[config.mk]
export PLATFORM = sky130hd
export DESIGN_NAME = adc_frame_sequencer
export DESIGN_NICKNAME = d
export VERILOG_FILES = /design/src/rtl/adc_frame_sequencer.sv
export SDC_FILE = /design/constraint.sdc
export NUM_CORES = 1
export LEC_CHECK = 0
export ABC_AREA = 0
export CAP_MARGIN = 20
export CORE_ASPECT_RATIO = 2
export CORE_MARGIN = 2
export CORE_UTILIZATION = 40
export CTS_BUF_LIST = sky130_fd_sc_hd__clkbuf_2 sky130_fd_sc_hd__clkbuf_4 sky130_fd_sc_hd__clkbuf_8
export CTS_CLUSTER_SIZE = 24
export DETAILED_ROUTE_END_ITERATION = 7
export HOLD_SLACK_MARGIN = 0.1
export MAX_ROUTING_LAYER = met4
export PLACE_DENSITY = 0.67
export SLEW_MARGIN = 20
export SYNTH_ARGS = -nofsm -noshare
export SYNTH_HDL_FRONTEND = slang
export SYNTH_SLANG_ARGS = --single-unit
export TNS_END_PERCENT = 100
[constraint.sdc]
create_clock -name sclk -period 2.8 [get_ports sclk]
set_input_delay 0.84 -clock sclk [delete_from_list [all_inputs] [get_ports sclk]]
set_output_delay 0.84 -clock sclk [all_outputs]
set_load 0.01 [all_outputs]
[src/rtl/adc_frame_sequencer.sv]
// Sequencer for the dual-channel 12-bit serial ADC: generates CS and the serial
// clock, shifts in one 16-bit frame per conversion on both data lines, and strobes results.
module adc_frame_sequencer #(
   parameter int CLK_DIV      = 4,
   parameter int QUIET_CYCLES = 8,
   parameter int DATA_W       = 12
) (
   input  logic              sclk,
   input  logic              rst,
   input  logic              enable,
   input  logic              start,
   input  logic              adc_d0,
   input  logic              adc_d1,
   output logic              adc_cs_n,
   output logic              adc_clk,
   output logic [DATA_W-1:0] data0,
   output logic [DATA_W-1:0] data1,
   output logic              valid,
   output logic              busy,
   output logic              frame_err
);

   // state | meaning
   // IDLE  | CS high, waiting for start or enable
   // SETUP | CS low, serial clock held high for CLK_DIV cycles
   // SHIFT | 32 serial-clock half-periods, one bit captured per rising toggle
   // DONE  | results registered, valid strobe, CS released
   // QUIET | CS held high for QUIET_CYCLES before the next frame or IDLE

   localparam int FRAME_W = 16;
   localparam int DIV_W   = (CLK_DIV > 1) ? $clog2(CLK_DIV) : 1;
   localparam int TMR_MAX = (CLK_DIV > QUIET_CYCLES) ? CLK_DIV : QUIET_CYCLES;
   localparam int TMR_W   = (TMR_MAX > 1) ? $clog2(TMR_MAX) : 1;

   localparam logic [DIV_W-1:0] DIV_LAST   = DIV_W'(CLK_DIV - 1);
   localparam logic [TMR_W-1:0] SETUP_LOAD = TMR_W'(CLK_DIV - 1);
   localparam logic [TMR_W-1:0] QUIET_LOAD = TMR_W'(QUIET_CYCLES - 1);
   localparam logic [4:0]       HALF_LOAD  = 5'd31;

   typedef enum logic [2:0] {
      IDLE  = 3'd0,
      SETUP = 3'd1,
      SHIFT = 3'd2,
      DONE  = 3'd3,
      QUIET = 3'd4
   } state_t;

   state_t             state;
   logic [DIV_W-1:0]   div;
   logic [TMR_W-1:0]   tmr;
   logic [4:0]         half_cnt;
   logic [FRAME_W-2:0] sh0;
   logic [FRAME_W-2:0] sh1;
   logic               pending;

   logic [FRAME_W-1:0] nxt0;
   logic [FRAME_W-1:0] nxt1;
   logic               div_wrap;
   logic               lead_err;
   logic               go_again;

   // The 16th bit lands on the same edge as DONE, so results use the
   // shift register contents plus the bit being sampled now.
   assign nxt0     = {sh0, adc_d0};
   assign nxt1     = {sh1, adc_d1};
   assign div_wrap = (div == DIV_LAST);
   assign lead_err = (|nxt0[FRAME_W-1:DATA_W]) | (|nxt1[FRAME_W-1:DATA_W]);
   assign go_again = enable | pending | start;
   assign busy     = (state != IDLE);

   always_ff @(posedge sclk or posedge rst) begin
      if (rst) begin
         state     <= IDLE;
         adc_cs_n  <= 1'b1;
         adc_clk   <= 1'b1;
         data0     <= '0;
         data1     <= '0;
         valid     <= 1'b0;
         frame_err <= 1'b0;
         pending   <= 1'b0;
         div       <= '0;
         tmr       <= '0;
         half_cnt  <= '0;
         sh0       <= '0;
         sh1       <= '0;
      end else begin
         valid <= 1'b0;
         if (start && (state != IDLE))
            pending <= 1'b1;

         case (state)
            IDLE: begin
               adc_cs_n <= 1'b1;
               adc_clk  <= 1'b1;
               if (start || enable) begin
                  state    <= SETUP;
                  adc_cs_n <= 1'b0;
                  tmr      <= SETUP_LOAD;
                  pending  <= 1'b0;
               end
            end

            SETUP: begin
               adc_clk <= 1'b1;
               if (tmr == '0) begin
                  state    <= SHIFT;
                  div      <= '0;
                  half_cnt <= HALF_LOAD;
                  sh0      <= '0;
                  sh1      <= '0;
               end else begin
                  tmr <= tmr - 1'b1;
               end
            end

            SHIFT: begin
               if (div_wrap) begin
                  div     <= '0;
                  adc_clk <= ~adc_clk;
                  if (!adc_clk) begin
                     sh0 <= nxt0[FRAME_W-2:0];
                     sh1 <= nxt1[FRAME_W-2:0];
                  end
                  if (half_cnt == '0) begin
                     state     <= DONE;
                     adc_cs_n  <= 1'b1;
                     valid     <= 1'b1;
                     data0     <= nxt0[DATA_W-1:0];
                     data1     <= nxt1[DATA_W-1:0];
                     frame_err <= lead_err;
                  end else begin
                     half_cnt <= half_cnt - 1'b1;
                  end
               end else begin
                  div <= div + 1'b1;
               end
            end

            DONE: begin
               state <= QUIET;
               tmr   <= QUIET_LOAD;
            end

            QUIET: begin
               adc_cs_n <= 1'b1;
               adc_clk  <= 1'b1;
               if (tmr == '0) begin
                  // A start landing on this very edge is taken as a new
                  // request rather than left stranded as a stale pending.
                  pending <= 1'b0;
                  if (go_again) begin
                     state    <= SETUP;
                     adc_cs_n <= 1'b0;
                     tmr      <= SETUP_LOAD;
                  end else begin
                     state <= IDLE;
                  end
               end else begin
                  tmr <= tmr - 1'b1;
               end
            end

            default: begin
               state    <= IDLE;
               adc_cs_n <= 1'b1;
               adc_clk  <= 1'b1;
            end
         endcase
      end
   end

endmodule

==> results of run 1 <==
## final cells by class
class | count | area share, %
clock buffers | 12 | 4.330
clock inverters | 3 | 1.773
inverters | 7 | 0.7160
multi-input cells | 140 | 30.45
flip-flops and latches | 72 | 49.16
well taps | 92 | 3.137
repair buffers | 38 | 10.43
## cells by family (layout without fill, tap and decap cells)
| family | count (synthesis) | count (layout) |
|---|---|---|
| DFF | 72 | 72 |
| AOI/OAI and AO/OA | 58 | 58 |
| and+or+nand+nor | 49 | 49 |
| muxes | 27 | 27 |
| buffers and inverters | 20 | 60 |
| adders and majority gates | 4 | 4 |
| xor gates and xnor gates | 2 | 2 |
## Yosys cell counts (2+ instances only)
cell type  instances  area [µm²]
a211o_1            2       17.52
a21oi_1            2       10.01
a22o_1            30       262.8
a31oi_1            3       18.77
a32o_1             2       20.02
buf_2              3       15.01
buf_6              2       22.52
clkbuf_1           6       22.52
dfrtp_1           70        1752
dfstp_2            2       52.55
ha_1               4       50.05
inv_1              7       26.28
mux2_2            26       292.8
nand2_1            8       30.03
nand2b_1           5       31.28
nand3_1            3       15.01
nor2_1            14       52.55
nor2b_1            2       12.51
nor3_1             5       25.02
nor3b_1            2       15.01
nor4_1             2       12.51
o21a_1             2       15.01
o21ai_0            5       25.02
o21bai_1           2       15.01
o22ai_1            2       12.51
o31ai_1            3       22.52
or3_1              2       12.51
## per-stage QoR
stage,std cells,worst slack [ns],util (%),hold slack [ns]
after floorplan,232,0.1384,-,0.4528
after global placement,349,0.5948,47.31,0.4769
after detailed placement,349,0.5669,47.42,0.4929
after CTS,364,0.1798,50.50,0.5072
after global routing,364,0.1184,50.50,0.5180
final,364,0.2050,50.50,0.5008
## per-layer routing
layer / global-route usage, % / up-vias / part of all wire, %
met3: 4.255 / 11 / 3.6
met4: 6.863 / 0 / 1.9
met2: 26.23 / 48 / 51
li1: - / 922 / -
met5: - / - / 0
met1: 18.83 / 1025 / 43
## report_power, final
part	switching, W	total, W	internal, W
Sequential	0.00000794	0.00106	0.00105
Combinational	0.0000244	0.0000412	0.0000167
Clock	0.000365	0.000919	0.000554
## path summary, 6_finish.rpt
check	start	end	slack (ns)	cells after the start
worst max register to register	state[1]	data0[0]	0.62	4
worst max-delay path	state[0]	busy	0.21	2
worst min register to register	frame_err	frame_err	0.50	1
max in group asynchronous	rst	adc_cs_n	1.56	3
min in group asynchronous	rst	valid	0.88	3
worst min-delay path	frame_err	frame_err	0.50	1
## sequential cells by signal (all words and copies together), names as in the netlist
register / cells
sh0: 15
sh1: 15
data0: 12
data1: 12
half_cnt: 5
state: 3
tmr: 3
div: 2
adc_clk: 1
adc_cs_n: 1
frame_err: 1
pending: 1
valid: 1
==> flow_metrics.tcl, run 1 <==
set metrics [dict create \
    path_delay_family "flip-flops" \
    layout_common_cells "dfrtp_1, clkdlybuf4s50_1, a22o_1, mux2_2, nor2_1" \
    synth_top_family_by_area "compound AO/OA/AOI/OAI gates" \
    drtIter0Drc 96 \
    synthMuxAreaShare_pct 10.07 \
    rsz0062_at_grt "false" \
    postCtsSetupBuffers 0 \
    gp_congestion 0.7929 \
    leakagePower_nw 1.660 \
    vdd_drop_max_v 0.0003561 \
    clkSinkCount 72 \
    numPortBuffers 34 \
    initial_core_util_pct 41.36 \
    max_stage_delay_ns 0.52 \
    grt_pass1_wl_um 10030 \
    yosysWarnings 0 \
    drc 0 \
    fin_skew_ns 0.008619 \
    grt_pass1_vias 2065 \
    synthCells 232 \
    tightest_slew_ns 0.7084 \
    cts_tree "built" \
    io_pins 35 \
    post-route-period-util_pct 92.68 \
    required_ns 1.96 \
    cp-start-kind "register" \
    outcome "finished clean" \
    routed_wl_um 5791 \
    final-seq-area_um2 1804 \
    slew_violations 0 \
    holdCritPathClass "register to register" \
    antenna_found_initial 0 \
    synthFlopType "dfrtp_1" \
    fp.dieW_um 65.29 \
    wire_per_inst_um 15.91 \
    groute.usage.overall_pct 16.21 \
    dr.pass1.iters 4 \
    postLayoutCellArea_um2 3670 \
    clock_path_buffers 2 \
    grt-ovfl-total 0 \
    drive_gt1_share_pct 19.85 \
    p_per_area_nw_per_um2 549.6 \
    path_clk_slew_ns 0.07 \
    multi_input_area_um2 1117 \
    n_fill_cell 686 \
    htree_levels 3 \
    synthArstFlopShare_pct 100.0 \
    syn2layout_area_growth_pct 22.11 \
    hold_viol_final 0 \
    rows 44 \
    yosysSeqAreaShare_pct 60.03 \
    synth_fa_ha_area_share_pct 1.665 \
    fin_crit_ns 2.595 \
    mappedNetlistArea_um2 3005 \
    cp-end-kind "primary output" \
    postRouteAntennaNets 0 \
    maxCapViolCount 0 \
    synth_cell_types 43 \
    synth_compound_area_share_pct 15.36 \
    numCtsBuffers 9 \
    clk_latency_ns 0.34 \
    final_nets 278 \
    power_w 0.002017 \
    num_antenna_cells 0 \
    place_area_um2 3446 \
    slew_headroom_pct 52.64 \
    syn_avg_cell_area_um2 12.95 \
    synth_xor_area_share_pct 0.5828 \
    crit_fanout 14 \
    crit_type "register to primary output" \
    ctsResizeCount 0 \
    core_region_area_um2 7267 \
    crit_path_cell_trace "or3_1 -> clkdlybuf4s50_1" \
    synth-seq-cells 72 \
    vias 2006 \
    dieArea_um2 8265 \
    cts_root_buf "clkbuf_8" \
    setup_violations 0 \
    grt_max_degree 73 \
    setup-tns-final_ns 0 \
    synth_edf_count 0 \
    via_per_inst 5.511 \
    fmax_mhz 385.4 \
    dp_hpwl_um 3736 \
    critPathSlowestCell "dfrtp_1" \
    hold_buffers 0 \
    worst_ep_arrival_time_ns 1.75 \
    dieHeight_um 126.6 \
    synth_simple_gate_area_share_pct 9.034 \
    crit_buf_inv 1 \
    layout_commonest_cell "dfrtp_1" \
    syn-num-nets 242 \
]
No activity file was read; power rests on OpenSTA's default activity.
==> run 2: changes to the inputs <==
==> constraint.sdc (replaced) <==
create_clock -name sclk -period 2.8 [get_ports sclk]
set_input_delay 0.56 -clock sclk [delete_from_list [all_inputs] [get_ports sclk]]
set_output_delay 0.56 -clock sclk [all_outputs]
set_load 0.01 [all_outputs]
==> run 2 against run 1 <==
  * Worst setup slack better by 0.29 ns
  * Sequential cell count is the same
  * Final area shrank 0.72%
  * Sequential power barely moved
  * Critical path depth stayed put
  * Routed wire length up 2.6%
  * Combinational power is essentially flat
  * Largest cell class unchanged
  * Largest power group unchanged
==> flow_metrics.tcl, run 2 (same netlist as run 1, synthesis figures left out) <==
set metrics [dict create \
    initial_core_util_pct 41.36 \
    required_ns 2.24 \
    layout_common_cells "dfrtp_1, clkdlybuf4s50_1, a22o_1, mux2_2, nor2_1" \
    grt-ovfl-total 0 \
    antenna_found_initial 0 \
    tightest_slew_ns 0.6163 \
    pwr-share-clk_pct 43.0 \
    grt_pass1_wl_um 9970 \
    endpoint "busy" \
    postLayoutCellArea_um2 3643 \
    vdd_drop_max_v 0.0004844 \
    r2r-start "state[1]" \
    outcome "finished clean" \
    p_sw_w 0.0004098 \
    postRouteAntennaNets 0 \
    hold_viol_final 0 \
    post-route-period-util_pct 82.48 \
    vias 2016 \
    clock_path_buffers 2 \
    p_per_area_nw_per_um2 528.2 \
    crit_type "register to primary output" \
    gp_congestion 0.8341 \
    drive_gt1_share_pct 20.73 \
    crit_fanout 14 \
    postCtsSetupBuffers 0 \
    place_area_um2 3448 \
    place_ws_ns 0.6797 \
    seqPwrFrac_pct 54.9 \
    startpoint "state[0]" \
    setup_slack_ns 0.4905 \
    sw_frac_of_total_pct 21.29 \
    numCtsBuffers 9 \
    via_per_inst 5.493 \
    fp.dieW_um 65.29 \
    hold_buffers 0 \
    fin_crit_ns 2.309 \
    path_clk_slew_ns 0.07 \
    grt_pass1_vias 2037 \
    htree_levels 3 \
    rsz0062_at_grt "false" \
    fmax_mhz 433.0 \
    worst_ep_arrival_time_ns 1.75 \
    layout_commonest_cell "dfrtp_1" \
    grt_max_degree 31 \
    setup-tns-final_ns 0 \
    dp_cells 352 \
    p_int_w 0.001515 \
    timing.rr.end "data0[11]" \
    rows 44 \
    slew_headroom_pct 58.85 \
    numPortBuffers 34 \
    routed_wl_um 5942 \
    clkSinkCount 72 \
    cts_tree "built" \
    p_comb_share_pct 2.1 \
    num_antenna_cells 0 \
    drtIter0Drc 107 \
    worst-r2r-setup-slack_ns 0.65 \
    groute.usage.overall_pct 16.30 \
    leakagePower_nw 1.651 \
    cp-end-kind "primary output" \
    stdcell_count 367 \
    dr.pass1.iters 4 \
    drc 0 \
    top_regs "sh0: 15 flops, sh1: 15 flops" \
    core_region_area_um2 7267 \
    dieArea_um2 8265 \
    fin_skew_ns 0.01147 \
    dieHeight_um 126.6 \
    io_pins 35 \
    dp_hpwl_um 4048 \
    syn2layout_area_growth_pct 21.23 \
    maxCapViolCount 0 \
    reg2regPathDepth 4 \
    cts_root_buf "clkbuf_8" \
    cp-start-kind "register" \
    clk_latency_ns 0.36 \
    final_nets 281 \
    slew_violations 0 \
    wire_per_inst_um 16.19 \
    ctsResizeCount 0 \
    setup_violations 0 \
    holdCritPathClass "register to register" \
]
[run 2: stage by stage]
step                      utilization, %  hold slack [ns]  total power, W
after floorplan                        -           0.4528        0.001098
after global placement             47.45           0.4746        0.001118
after detailed placement           47.45           0.4902        0.001119
after CTS                          50.14           0.5054        0.001946
final                              50.14           0.5034        0.001924
after global routing               50.14           0.5231        0.001986
[run 2: area by class of cell]
class | count | area, µm²
timing repair buffer | 41 | 392.9
inverter | 7 | 26.28
sequential | 72 | 1804
clock inverter | 3 | 42.54
multi-input combinational | 140 | 1110
fill | 675 | 3623
tap | 92 | 115.1
clock buffer | 12 | 152.6
[run 2: power groups by stage]
| stage | Clock (W) | Combinational, W | Sequential (W) |
|---|---|---|---|
| 2_1_floorplan | 0 | 0.0000244 | 0.00107 |
| 3_3_place_gp | 0 | 0.0000422 | 0.00108 |
| 3_5_place_dp | 0 | 0.0000431 | 0.00108 |
| 4_1_cts | 0.000847 | 0.0000431 | 0.00106 |
| 5_1_grt | 0.000882 | 0.0000478 | 0.00106 |
| 6_report | 0.000827 | 0.0000413 | 0.00106 |
[run 2: routing by layer]
layer | track usage [%] | part of all wire (%)
met2 | 26.17 | 53
met4 | 8.088 | 2.5
met1 | 18.76 | 41
met3 | 3.989 | 3.8
met5 | - | 0
[run 2: critical path, stage by stage, from the launching register on]
cell	delay [ns]
dfrtp_1	0.52
or3_1	0.41
clkdlybuf4s50_1	0.48
[run 2: worst min-delay path by stage]
stage	depth (start not counted)	startpoint	endpoint	slack (ns)
finish	1	frame_err	frame_err	0.50
global route	1	data1[2]	data1[2]	0.52
CTS	1	div[0]	div[0]	0.51
detailed placement	1	div[0]	div[0]	0.49
global placement	1	frame_err	frame_err	0.47
floorplan	1	div[0]	div[0]	0.45
==> run 3: changes to the inputs <==
==> constraint.sdc (replaced) <==
create_clock -name sclk -period 2.15 [get_ports sclk]
set_input_delay 0.43 -clock sclk [delete_from_list [all_inputs] [get_ports sclk]]
set_output_delay 0.43 -clock sclk [all_outputs]
set_load 0.01 [all_outputs]
==> run 3 against run 2 <==
  * Sequential share of layout area down 1.4 points
  * First-iteration DRC count down 21%
  * Core utilization up 1.5 points
  * Final area up 3.1%
  * Largest power group unchanged
  * Clock power up 25%
  * Total power up 28%
==> flow_metrics.tcl, run 3 (same netlist as run 1, synthesis figures left out) <==
set metrics [dict create \
    num_antenna_cells 0 \
    drc 0 \
    groute.usage.overall_pct 17.19 \
    antenna_found_initial 0 \
    htree_levels 3 \
    hold_viol_final 0 \
    dr.pass1.iters 4 \
    dieHeight_um 126.6 \
    fmax_mhz 523.9 \
    slew_violations 0 \
    hold_slack_ns 0.3894 \
    drtIter0Drc 85 \
    vias 2051 \
    slew_headroom_pct 53.14 \
    required_ns 2.38 \
    rsz0062_at_grt "false" \
    vdd_drop_max_v 0.0006622 \
    crit_type "register to register" \
    io_pins 35 \
    cp-start-kind "register" \
    cp-end-kind "register" \
    grt.met3_usage_pct 4.699 \
    top_regs "sh0: 15 flops, sh1: 15 flops" \
    dp_hpwl_um 3983 \
    layout_commonest_cell "dfrtp_1" \
    initial_core_util_pct 41.36 \
    grt_util_met2_pct 27.43 \
    path_clk_slew_ns 0.08 \
    outcome "finished clean" \
    clkSinkCount 72 \
    postRouteAntennaNets 0 \
    dieArea_um2 8265 \
    setup_violations 0 \
    gp_congestion 0.8348 \
    layout_common_cells "dfrtp_1, clkdlybuf4s50_1, a22o_1, mux2_2, nor2_1" \
    maxCapViolCount 0 \
    multi_input_area_um2 1117 \
    final_nets 289 \
    final-seq-area_um2 1807 \
    grt-ovfl-total 0 \
    numCtsBuffers 9 \
    numPortBuffers 34 \
    routed_wl_um 6035 \
    post-route-period-util_pct 88.79 \
    fin_crit_ns 1.909 \
    n_fill_cell 676 \
    busiest_layer "met2" \
    stdcell_count 376 \
    use_met1_pct 19.38 \
    wire_per_inst_um 16.05 \
    cts_root_buf "clkbuf_8" \
    p_per_area_nw_per_um2 654.5 \
    grt_max_degree 60 \
    leakagePower_nw 1.687 \
    holdCritPathClass "input pin to async pin" \
    grt_pass1_vias 2202 \
    rows 44 \
    hold_buffers 0 \
    crit_fanout 4 \
    grt_pass1_wl_um 10430 \
    via_per_inst 5.455 \
    fin_skew_ns 0.01168 \
    core_region_area_um2 7267 \
    fp.dieW_um 65.29 \
    tightest_slew_ns 0.7010 \
    drive_gt1_share_pct 23.94 \
    dp_cells 357 \
    syn2layout_area_growth_pct 24.94 \
    clk_latency_ns 0.36 \
    cts_tree "built" \
    clock_path_buffers 2 \
    worst_ep_arrival_time_ns 2.14 \
]
## run 3: changes by cell type in the layout (fill, tap and decap cells not counted), sizes merged
cell           previous run  this run
buf                       7        15
bufinv                    1         0
clkdlybuf4s50            34        33
clkinvlp                  1         4
dlymetal6s2s              0         1
inv                       7         6
## run 3: path summary, 6_finish.rpt
check | start | end | slack (ns) | cells after the start
min reg2reg | frame_err | frame_err | 0.50 | 1
max reg2reg | half_cnt[0] | half_cnt[0] | 0.24 | 6
min in group sclk | frame_err | frame_err | 0.50 | 1
min | rst | state[2] | 0.39 | 2
max in group asynchronous | rst | data0[2] | 1.15 | 3
max | half_cnt[0] | half_cnt[0] | 0.24 | 6
## run 3: per-stage QoR
step                      TNS (ns)  worst slack [ns]  util, %  area (µm²)  total power [W]
after floorplan                  0            0.3333        -        3009         0.001430
after global placement           0           0.01120    48.54        3527         0.001458
after detailed placement   -0.5662          -0.03488    48.54        3527         0.001459
after CTS                        0           0.01024    51.31        3729         0.002490
after global routing             0           0.09121    51.67        3755         0.002557
final                            0            0.2411    51.67        3755         0.002458
## run 3: layer usage
layer / wire length, µm / part of all wire (%)
met5: 0 / 0
met3: 226 / 3.7
met4: 161 / 2.7
met1: 2464 / 41
met2: 3182 / 53
## run 3: layout make-up
cell class / count / share of cell area [%]
Inverter: 7 / 0.7997
Multi-Input combinational cell: 140 / 29.76
Tap cell: 92 / 3.066
Clock buffer: 12 / 4.399
Sequential cell: 72 / 48.12
Clock inverter: 4 / 0.7331
Timing Repair Buffer: 49 / 13.13
## run 3: where the power goes
| group | internal [W] | switching [W] | total [W] | leakage, nW |
|---|---|---|---|---|
| combinational | 0.0000219 | 0.0000322 | 0.0000541 | 0.653 |
| clock | 0.000511 | 0.000517 | 0.00103 | 0.0906 |
| sequential | 0.00137 | 0.0000104 | 0.00138 | 0.944 |
| total | 0.00190 | 0.000560 | 0.00246 | 1.69 |
## run 3: critical path, cell delays in order (launching register included)
cell and delay, ns:
dfrtp_1 0.39, inv_1 0.10, ha_1 0.21, or4b_1 0.45, a31oi_1 0.34, nor2_1 0.14, mux2i_1 0.15
## run 3: what timing repair did
item                       in CTS  in global routing
setup buffers                   0                  3
setup endpoints to repair      31                  1
pin swaps                       0                  0
gates resized for setup         2                  2
